[config.mk]
export PLATFORM = sky130hd
export DESIGN_NAME = ft_rx_reader
export DESIGN_NICKNAME = d
export VERILOG_FILES = /design/src/rtl/ft_pkg.sv /design/src/rtl/ft_sync2.sv /design/src/rtl/ft_rx_reader.sv
export SDC_FILE = /design/constraint.sdc
export NUM_CORES = 1
export LEC_CHECK = 0
export ABC_AREA = 1
export ABC_CLOCK_PERIOD_IN_PS = 3700
export CORE_ASPECT_RATIO = 1.25
export CORE_MARGIN = 2
export CORE_UTILIZATION = 31
export DETAILED_ROUTE_END_ITERATION = 8
export GPL_TIMING_DRIVEN = 0
export MAX_ROUTING_LAYER = met4
export SYNTH_ARGS = -nofsm -noshare
export SYNTH_HDL_FRONTEND = slang
export SYNTH_SLANG_ARGS = --single-unit
[constraint.sdc]
create_clock -name clk -period 3.7 [get_ports clk]
set_input_delay 1.11 -clock clk [delete_from_list [all_inputs] [get_ports clk]]
set_output_delay 1.11 -clock clk [all_outputs]
set_load 0.02 [all_outputs]
[src/rtl/ft_pkg.sv]
// Shared definitions for the FT232H asynchronous FIFO read and write paths.
// Latency: n/a (types, timing constants and elaboration helpers only).
// Backpressure: n/a.
package ft_pkg;

  // Reader sequencer states.
  typedef enum logic [1:0] {
    ST_IDLE    = 2'd0,
    ST_STROBE  = 2'd1,
    ST_RECOVER = 2'd2
  } ft_state_t;

  // FT232H asynchronous FIFO timing, in ns. These are the numbers that the
  // RD_LOW_CYCLES / RD_HIGH_CYCLES parameters must cover at the chosen clk.
  localparam int FT_T_RD_ACTIVE_MIN_NS    = 30;  // RD# low pulse width
  localparam int FT_T_RD_TO_DATA_MAX_NS   = 14;  // RD# low to data valid
  localparam int FT_T_RD_TO_RXF_MAX_NS    = 14;  // RD# high to RXF# high
  localparam int FT_T_RXF_INACTIVE_MIN_NS = 49;  // RXF# high time after a read

  // Number of bytes in a word of the given bit width.
  function automatic int ft_bytes(input int width);
    return width / 8;
  endfunction

  // Index width able to address n items; never narrower than one bit.
  function automatic int ft_idx_w(input int n);
    return (n > 1) ? $clog2(n) : 1;
  endfunction

endpackage

[src/rtl/ft_sync2.sv]
// Two-flop synchronizer for FT232H status flags (RXF# here, TXE# on the write path).
// Latency: 2 clk cycles from i_async to o_sync.
// Backpressure: none; free-running.
//
// Ports:
//   clk      in   system clock
//   rst      in   asynchronous active-high reset; both flops go to RST_VAL
//   i_async  in   flag from another clock domain / chip pin
//   o_sync   out  synchronized flag
module ft_sync2 #(
  parameter logic RST_VAL = 1'b1
) (
  input  logic clk,
  input  logic rst,
  input  logic i_async,
  output logic o_sync
);

  logic r_meta;
  logic r_sync;

  always_ff @(posedge clk or posedge rst) begin
    if (rst) begin
      r_meta <= RST_VAL;
      r_sync <= RST_VAL;
    end else begin
      r_meta <= i_async;
      r_sync <= r_meta;
    end
  end

  assign o_sync = r_sync;

endmodule

[src/rtl/ft_rx_reader.sv]
// FT232H read front end: strobes RD#, packs bytes little-endian into DATA_WIDTH words.
// Latency: RD_LOW_CYCLES+RD_HIGH_CYCLES+1 clk per byte at best; word valid the cycle after its last byte is sampled.
// Backpressure: out_valid/out_ready; the final byte of a word is not strobed while the previous word is still pending.
//
// Optional build macro FT_RX_TIMEOUT_EN: flush a partial word after TIMEOUT_CYCLES
// idle cycles and flag it on out_partial (port exists only with the macro).
//
// Ports:
//   clk          in   system clock
//   rst          in   asynchronous active-high reset
//   ft_rxf_n     in   FT232H RXF#, low = byte available (asynchronous)
//   ft_data      in   FT232H data bus, valid while ft_rd_n is low
//   ft_rd_n      out  FT232H RD# strobe, active low
//   out_data     out  assembled word, byte 0 in bits [7:0]
//   out_valid    out  out_data holds an unconsumed word
//   out_ready    in   downstream accepts on out_valid && out_ready
//   busy         out  sequencer is not in IDLE
//   out_partial  out  (FT_RX_TIMEOUT_EN only) out_data is a flushed partial word
module ft_rx_reader
  import ft_pkg::*;
#(
  parameter int DATA_WIDTH     = 16,
  parameter int RD_LOW_CYCLES  = 3,
  parameter int RD_HIGH_CYCLES = 4,
  parameter int TIMEOUT_CYCLES = 1024
) (
  input  logic                  clk,
  input  logic                  rst,
  input  logic                  ft_rxf_n,
  input  logic [7:0]            ft_data,
  output logic                  ft_rd_n,
  output logic [DATA_WIDTH-1:0] out_data,
  output logic                  out_valid,
  input  logic                  out_ready,
  output logic                  busy
`ifdef FT_RX_TIMEOUT_EN
  ,
  output logic                  out_partial
`endif
);

  localparam int BYTES = ft_bytes(DATA_WIDTH);
  localparam int IDX_W = ft_idx_w(BYTES);
  localparam int CNT_MAX = (RD_LOW_CYCLES > RD_HIGH_CYCLES) ? RD_LOW_CYCLES : RD_HIGH_CYCLES;
  localparam int CNT_W = ft_idx_w(CNT_MAX);

  // Elaboration-time parameter sanity.
  if ((DATA_WIDTH < 8) || ((DATA_WIDTH % 8) != 0)) begin : g_bad_width
    $error("ft_rx_reader: DATA_WIDTH must be a nonzero multiple of 8");
  end
  if (RD_LOW_CYCLES < 2) begin : g_bad_low
    $error("ft_rx_reader: RD_LOW_CYCLES must be >= 2");
  end
  if (RD_HIGH_CYCLES < 3) begin : g_bad_high
    $error("ft_rx_reader: RD_HIGH_CYCLES must be >= 3");
  end
  if (TIMEOUT_CYCLES < 1) begin : g_bad_timeout
    $error("ft_rx_reader: TIMEOUT_CYCLES must be >= 1");
  end

  ft_state_t             r_state;
  logic [CNT_W-1:0]      r_cnt;
  logic [IDX_W-1:0]      r_byte_idx;
  logic [DATA_WIDTH-1:0] r_shift;
  logic [DATA_WIDTH-1:0] r_out_data;
  logic                  r_out_valid;
  logic                  r_rd_n;
  logic                  r_busy;

  logic                  w_rxf_s;
  logic                  w_last_byte;
  logic                  w_take;
  logic                  w_slot_busy;
  logic                  w_slot_free;
  logic                  w_sample;
  logic [DATA_WIDTH-1:0] w_word;

  ft_sync2 #(
    .RST_VAL (1'b1)
  ) u_rxf_sync (
    .clk     (clk),
    .rst     (rst),
    .i_async (ft_rxf_n),
    .o_sync  (w_rxf_s)
  );

  assign w_last_byte = (r_byte_idx == IDX_W'(BYTES - 1));
  assign w_take      = r_out_valid && out_ready;
  assign w_slot_busy = r_out_valid && !out_ready;
  // Only the byte that completes a word needs the output register; earlier
  // bytes of the next word may be fetched while a word is still pending.
  assign w_slot_free = !(w_last_byte && w_slot_busy);
  assign w_sample    = (r_state == ST_STROBE) && (r_cnt == '0);

  // Shift register with the byte on the bus dropped into the current slot.
  always_comb begin
    w_word = r_shift;
    for (int b = 0; b < BYTES; b++) begin
      if (r_byte_idx == IDX_W'(b)) begin
        w_word[b*8 +: 8] = ft_data;
      end
    end
  end

`ifdef FT_RX_TIMEOUT_EN
  localparam int TO_W = $clog2(TIMEOUT_CYCLES + 1);

  logic [TO_W-1:0]       r_to_cnt;
  logic                  r_out_partial;
  logic                  w_to_run;
  logic                  w_to_hit;
  logic                  w_flush;
  logic [DATA_WIDTH-1:0] w_partial_word;

  assign w_to_run = (r_state == ST_IDLE) && (r_byte_idx != '0) && w_rxf_s;
  assign w_to_hit = (r_to_cnt == TO_W'(TIMEOUT_CYCLES));
  assign w_flush  = (r_state == ST_IDLE) && (r_byte_idx != '0) && w_to_hit && !w_slot_busy;

  // Received bytes only; slots at or above byte_idx hold stale data from an
  // earlier word and are forced to zero.
  always_comb begin
    w_partial_word = '0;
    for (int b = 0; b < BYTES; b++) begin
      if (IDX_W'(b) < r_byte_idx) begin
        w_partial_word[b*8 +: 8] = r_shift[b*8 +: 8];
      end
    end
  end

  always_ff @(posedge clk or posedge rst) begin
    if (rst) begin
      r_to_cnt <= '0;
    end else if (w_sample || w_flush) begin
      r_to_cnt <= '0;
    end else if (w_to_run && !w_to_hit) begin
      r_to_cnt <= r_to_cnt + TO_W'(1);
    end
  end

  assign out_partial = r_out_partial;
`endif

  always_ff @(posedge clk or posedge rst) begin
    if (rst) begin
      r_state     <= ST_IDLE;
      r_cnt       <= '0;
      r_byte_idx  <= '0;
      r_shift     <= '0;
      r_out_data  <= '0;
      r_out_valid <= 1'b0;
      r_rd_n      <= 1'b1;
      r_busy      <= 1'b0;
`ifdef FT_RX_TIMEOUT_EN
      r_out_partial <= 1'b0;
`endif
    end else begin
      // Handshake clears the slot; a word loading this cycle overrides below.
      if (w_take) begin
        r_out_valid <= 1'b0;
`ifdef FT_RX_TIMEOUT_EN
        r_out_partial <= 1'b0;
`endif
      end

      case (r_state)
        ST_IDLE: begin
`ifdef FT_RX_TIMEOUT_EN
          if (w_flush) begin
            r_out_data    <= w_partial_word;
            r_out_valid   <= 1'b1;
            r_out_partial <= 1'b1;
            r_byte_idx    <= '0;
          end else
`endif
          if (!w_rxf_s && w_slot_free) begin
            r_state <= ST_STROBE;
            r_rd_n  <= 1'b0;
            r_cnt   <= CNT_W'(RD_LOW_CYCLES - 1);
            r_busy  <= 1'b1;
          end
        end

        ST_STROBE: begin
          // RXF# is not looked at here: once RD# is low the FT232H holds
          // the byte until RD# rises, so the strobe always runs to completion.
          if (r_cnt == '0) begin
            r_shift <= w_word;
            r_rd_n  <= 1'b1;
            r_cnt   <= CNT_W'(RD_HIGH_CYCLES - 1);
            r_state <= ST_RECOVER;
            if (w_last_byte) begin
              r_out_data  <= w_word;
              r_out_valid <= 1'b1;
              r_byte_idx  <= '0;
`ifdef FT_RX_TIMEOUT_EN
              r_out_partial <= 1'b0;
`endif
            end else begin
              r_byte_idx <= r_byte_idx + IDX_W'(1);
            end
          end else begin
            r_cnt <= r_cnt - CNT_W'(1);
          end
        end

        ST_RECOVER: begin
          // Covers the RD#-high to RXF#-high delay plus synchronizer lag, so
          // a stale low on rxf_s cannot trigger a second read.
          if (r_cnt == '0) begin
            r_state <= ST_IDLE;
            r_busy  <= 1'b0;
          end else begin
            r_cnt <= r_cnt - CNT_W'(1);
          end
        end

        default: begin
          r_state <= ST_IDLE;
          r_rd_n  <= 1'b1;
          r_busy  <= 1'b0;
        end
      endcase
    end
  end

  assign ft_rd_n   = r_rd_n;
  assign out_data  = r_out_data;
  assign out_valid = r_out_valid;
  assign busy      = r_busy;

endmodule

=== Word level (Yosys, flattened, before mapping) ===
Cells that the tools add are included.

* Flip-flop bits (word level): 42
* Bits of input ports: 12
* Output and inout bits: 19
* Word-level logic and storage cells: 57

* Add/subtract/negate cells: 2
* Equality and inequality tests: 6
* Multiplexer cells: 21
* Bitwise logic cells: 2
* Reduce and logical (&&, ||, !) cells: 16

{| class="wikitable"
|+ Operators with widths
! operator !! number
|-
| $mux 8 || 2
|-
| $reduce_and 3->1 || 5
|-
| $mux 2 || 6
|-
| $pmux 2 s3 || 2
|-
| $mux 1 || 9
|-
| $ne 2x2->1 const B || 3
|-
| $pmux 1 s3 || 2
|-
| $logic_and 1x1->1 || 4
|-
| $logic_not 2->1 || 2
|-
| $logic_not 1->1 || 3
|-
| $reduce_bool 3->1 || 1
|-
| $eq 2x1->1 const B || 1
|-
| $eq 2x2->1 const B || 1
|-
| $ne 2x1->1 const B || 1
|-
| $not 1->1 || 2
|-
| $reduce_and 2->1 || 1
|-
| $sub 2x1->2 const B || 1
|-
| $add 1x1->1 const B || 1
|}

=== Logic depth before layout (Yosys ltp) ===
* Depth after elaboration: 7
* Depth in mapped cells: 8
* Mapped depth without buffers: 8

=== By module ===
From an unflattened synthesis, not the netlist that was laid out.

* Cell total of the unflattened synthesis: 170
* Area, all modules: 1522.7 um^2

{| class="wikitable"
|+ Modules (own cells, without submodules)
! module !! instances !! cells each !! area an instance (um^2) !! seq. area each (um^2)
|-
| ft_rx_reader || 1 || 167 || 1466.4 || 802.0
|-
| ft_sync2 || 1 || 3 || 56.3 || 52.6
|}

=== Least setup slack after synthesis ===
No wires, ideal clock.

* Kind: in2reg
* From: input out_ready
* To: register r_state[1]
* Library setup time: 0.117 ns
* Data arrival time: 1.579 ns
* Data required time: 3.583 ns
* Path slack: 2.004 ns
* Cell stages on the path: 7
* Buffers on the path: 0
* Cells stage by stage: inv_1 -> nand3_1 -> nand2_1 -> nand2_1 -> nand2_1 -> nand2_1 -> nand2_1

* Word-level cells in the longest chain between the ends: 7

{| class="wikitable"
|+ Ends and longest elaborated chain
! element !! RTL line !! text
|-
| start, declared || ft_rx_reader.sv:34 || <nowiki>input logic out_ready,</nowiki>
|-
| $logic_not 1->1 || ft_rx_reader.sv:89 || <nowiki>assign w_slot_busy = r_out_valid && !out_ready;</nowiki>
|-
| $logic_and 1x1->1 || ft_rx_reader.sv:89 ||
|-
| $logic_and 1x1->1 || ft_rx_reader.sv:92 || <nowiki>assign w_slot_free = !(w_last_byte && w_slot_busy);</nowiki>
|-
| $logic_not 1->1 || ft_rx_reader.sv:92 ||
|-
| $logic_and 1x1->1 || ft_rx_reader.sv:175 || <nowiki>if (!w_rxf_s && w_slot_free) begin</nowiki>
|-
| $ne 2x2->1 (no line) || - ||
|-
| $reduce_and 3->1 (no line) || - ||
|-
| end signal, assigned || ft_rx_reader.sv:176 || <nowiki>r_state <= ST_STROBE;</nowiki>
|-
| end signal, assigned || ft_rx_reader.sv:190 || <nowiki>r_state <= ST_RECOVER;</nowiki>
|-
| end signal, assigned || ft_rx_reader.sv:210 || <nowiki>r_state <= ST_IDLE;</nowiki>
|-
| end, declared || ft_rx_reader.sv:61 || <nowiki>ft_state_t r_state;</nowiki>
|}

No other way between the ends.
A chain may end at the register's enable or synchronous reset.

=== Worst setup path in the final report ===
* From: register r_rd_n (netlist: ft_rd_n)
* To: output ft_rd_n

{| class="wikitable"
|+ RTL lines
! element !! RTL line !! text
|-
| start, declared || ft_rx_reader.sv:67 || <nowiki>logic r_rd_n;</nowiki>
|-
| start signal, assigned || ft_rx_reader.sv:151 || <nowiki>r_rd_n <= 1'b1;</nowiki>
|-
| start signal, assigned || ft_rx_reader.sv:177 || <nowiki>r_rd_n <= 1'b0;</nowiki>
|-
| start signal, assigned || ft_rx_reader.sv:188 || <nowiki>r_rd_n <= 1'b1;</nowiki>
|-
| end, declared || ft_rx_reader.sv:31 || <nowiki>output logic ft_rd_n,</nowiki>
|}

No word-level cell between the ends.

==> impl_results.rst <==
.. list-table::
   :header-rows: 1

   * - Metric
     - Value
   * - Cell with the most instances after synthesis
     - nand2_1
   * - Routed WL per cell
     - 10.60 um
   * - IO Port Bufs
     - 30
   * - Number of flops mapped to enable cells by yosys
     - 0
   * - Die Height
     - 82.26 um
   * - Wire length reported by the detailed router
     - 2820 um
   * - Fraction of layout cells with a size suffix above 1
     - 13.11%
   * - Cell taking the most area after synthesis
     - dfrtp_1
   * - Sequential-to-total area share from yosys stat
     - 56.26%
   * - Number of nets in the finished design
     - 224
   * - Cell area reported after detailed placement
     - 1894 um^2
   * - Total via count after detailed routing
     - 1132
   * - Cell area power density
     - 886.2 nW/um^2
   * - Filler instances
     - 480
   * - Classification of the worst-slack hold path
     - reg2reg
   * - Die Area
     - 5479 um^2
   * - Clock net sink count
     - 34
   * - Endpoint type of the worst setup path
     - primary output
   * - Unrepaired setup endpoints after global routing
     - false
   * - Initial antenna violation count
     - 0
   * - Post-route antenna net violation count
     - 0
   * - Critical-path cell list
     - clkdlybuf4s50_1
   * - Share of Yosys cell area claimed by the top area cell type
     - 51.07%
   * - Mapped cell area
     - 1519 um^2
   * - Slew at the pin closest to its max-slew limit
     - 0.7027 ns
   * - Cell chosen for the clock root
     - clkbuf_8
   * - Share of flip-flops with an asynchronous set or reset
     - 100.0%
   * - Critical Path Source Type
     - register
   * - Number of clock buffers inserted by TritonCTS
     - 5
   * - Largest delay share family, worst path
     - buffers and inverters
   * - Data arrival, critical path
     - 1.40 ns
   * - Post-synthesis average cell area
     - 8.988 um^2
   * - YS warnings
     - 0
   * - Final Instance Area
     - 2007 um^2
   * - Critical path start-end classification
     - reg2out
   * - H-tree depth
     - 2
   * - Largest net degree at the start of global routing
     - 35
   * - Setup Fix Bufs, Post-CTS
     - 0
   * - Final GP Congestion
     - 0.7852
   * - TritonCTS clock tree
     - built
   * - Global-route wire length before repair
     - 4933 um
   * - Final period util
     - 67.94%
   * - Post-DP HPWL
     - 2094 um
   * - Top post-synthesis cells by area
     - dfrtp_1 (51%), nand2_1 (20%), dfstp_2 (5.2%), ha_1 (4.9%), nand3_1 (4.6%)
   * - Worst path slowest cell
     - clkdlybuf4s50_1
   * - CTS Hold Bufs
     - 0
   * - Core region area
     - 4730 um^2
   * - Vias per inst
     - 4.256
   * - Number of setup violations in the final report
     - 0
   * - Total of cells resized after clock tree synthesis
     - 0
   * - Initial Utilization
     - 32.12%
   * - Distinct cell type count of the synthesized netlist
     - 17
   * - Buffers and inverters on the worst path
     - 1
   * - Count of unresolved DRC violations after routing
     - 0
   * - TritonRoute pass-1 iters
     - 4
   * - Worst ir drop on vdd
     - 0.2976 mV
   * - Post-Syn Nets
     - 187
   * - Clock slew seen by the registers of the worst setup and hold paths
     - 0.07 ns
   * - Total global routing track utilization
     - 12.02%
   * - Synthesis-to-finish area growth
     - 32.12%
   * - Vias in the first global route
     - 1085
   * - Outcome
     - finished clean
   * - Number of register bits inferred by synthesis
     - 34
   * - Count of mapped cells out of synthesis
     - 169
   * - Top_reg_cell synth
     - dfrtp_1
   * - Post-layout minimum cycle time
     - 2.514 ns
   * - Worst Path Required
     - 2.59 ns
   * - Number of placement rows
     - 28
   * - Worst slew slack as a fraction of its limit
     - 53.08%
   * - Leakage power of the design
     - 1.041 nW
   * - Number of DRC markers in iteration 0
     - 70
   * - Number of antenna repair diodes
     - 0
   * - Count of max-cap constraint violations
     - 0
   * - Number of placed I/O pins
     - 31
   * - Clock Skews
     - 0.005695 ns
   * - Upper clock frequency limit
     - 397.8 MHz
   * - Max incr delay on CP
     - 0.60 ns
   * - Die W
     - 66.61 um
   * - GRT Residual Overflow
     - 0
   * - Latest clock arrival within the worst-skew pair
     - 0.28 ns
   * - Critical path peak fanout
     - 2
   * - Maximum number of buffers from clock root to sink
     - 2
   * - Setup Total Neg Slack
     - 0 ns
   * - Count of pins over their slew limit
     - 0
   * - Post-synth top cells
     - nand2_1 (81), dfrtp_1 (31), nand3_1 (14)
   * - Final count of hold timing violations
     - 0
## final cells by class
class	count	area (um^2)	area share, %
clock inverters	1	30.03	1.496
clock buffers	6	82.58	4.115
inverters	13	53.80	2.681
repair buffers	30	300.3	14.96
well taps	60	75.07	3.741
plain buffers	3	42.54	2.120
multi-input cells	119	568.0	28.30
flip-flops and latches	34	854.6	42.58
## worst register-to-register path, delay by kind of cell, from the launching register on
family	cells	cell delay, ns
DFF	1	0.41
and+or+nand+nor	4	0.41
adders and majority gates	1	0.31
buffers and inverters	3	0.28
## registers in the layout, summed over array words and instances, names as in the netlist
signal             flops
busy                   1
ft_rd_n                1
out_data              16
out_valid              1
r_byte_idx             1
r_cnt                  2
r_shift                8
r_state                2
u_rxf_sync.o_sync      1
u_rxf_sync.r_meta      1
## metrics by stage
step,total power (W),cells,setup WS (ns),util [%],hold slack [ns]
floorplan,0.001157,169,1.847,-,0.3452
global placement,0.001436,259,1.032,40.05,0.3463
detailed placement,0.001456,259,1.018,40.05,0.3509
CTS,0.001803,266,1.170,42.43,0.3603
global route,0.001926,266,1.140,42.43,0.3621
finish,0.001779,266,1.186,42.43,0.3586
## power by group
group / switching [W] / leakage, nW / internal, W
registers: 0.0000981 / 0.417 / 0.000544
logic: 0.000451 / 0.567 / 0.000347
clock network: 0.000123 / 0.0573 / 0.000215
total: 0.000672 / 1.04 / 0.00111
## path summary, 6_finish.rpt
kind | cells past startpoint | slack [ns] | startpoint | endpoint
worst max register to register | 8 | 2.19 | r_state[1] | out_data[4]
worst max-delay path | 1 | 1.19 | ft_rd_n | ft_rd_n
min in group asynchronous | 2 | 1.26 | rst | out_data[14]
worst min register to register | 0 | 0.36 | u_rxf_sync.r_meta | u_rxf_sync.o_sync
worst min-delay path | 0 | 0.36 | u_rxf_sync.r_meta | u_rxf_sync.o_sync
max in group asynchronous | 2 | 1.98 | rst | out_data[2]
## layout by cell type, fill, tap and decap left out
cell | synthesis | layout
a21oi_1 | 3 | 3
buf_12 | 1 | 1
buf_6 | 2 | 2
bufinv_16 | 0 | 1
clkbuf_8 | 0 | 6
clkdlybuf4s50_1 | 0 | 30
dfrtp_1 | 31 | 31
dfstp_2 | 3 | 3
ha_1 | 6 | 6
inv_1 | 10 | 9
inv_2 | 2 | 3
inv_6 | 1 | 1
nand2_1 | 81 | 81
nand2_2 | 7 | 7
nand2_4 | 1 | 1
nand3_1 | 14 | 14
nor2_1 | 2 | 2
nor2_8 | 1 | 1
o21ai_0 | 3 | 3
or2_2 | 1 | 1
## per-layer routing
metal | track usage [%] | vias up | routed length (um)
met5 | - | - | 0
li1 | - | 595 | -
met2 | 18.80 | 24 | 1310
met3 | 2.033 | 5 | 89
met1 | 15.53 | 508 | 1372
met4 | 4.898 | 0 | 48
## logic make-up after synthesis
family                     share of synthesized area [%]
and+or+nand+nor                                    30.48
DFF                                                56.26
buffers and inverters                              6.343
AOI/OAI and AO/OA                                  1.976
adders and majority gates                          4.942
No activity file was read; power rests on OpenSTA's default activity.
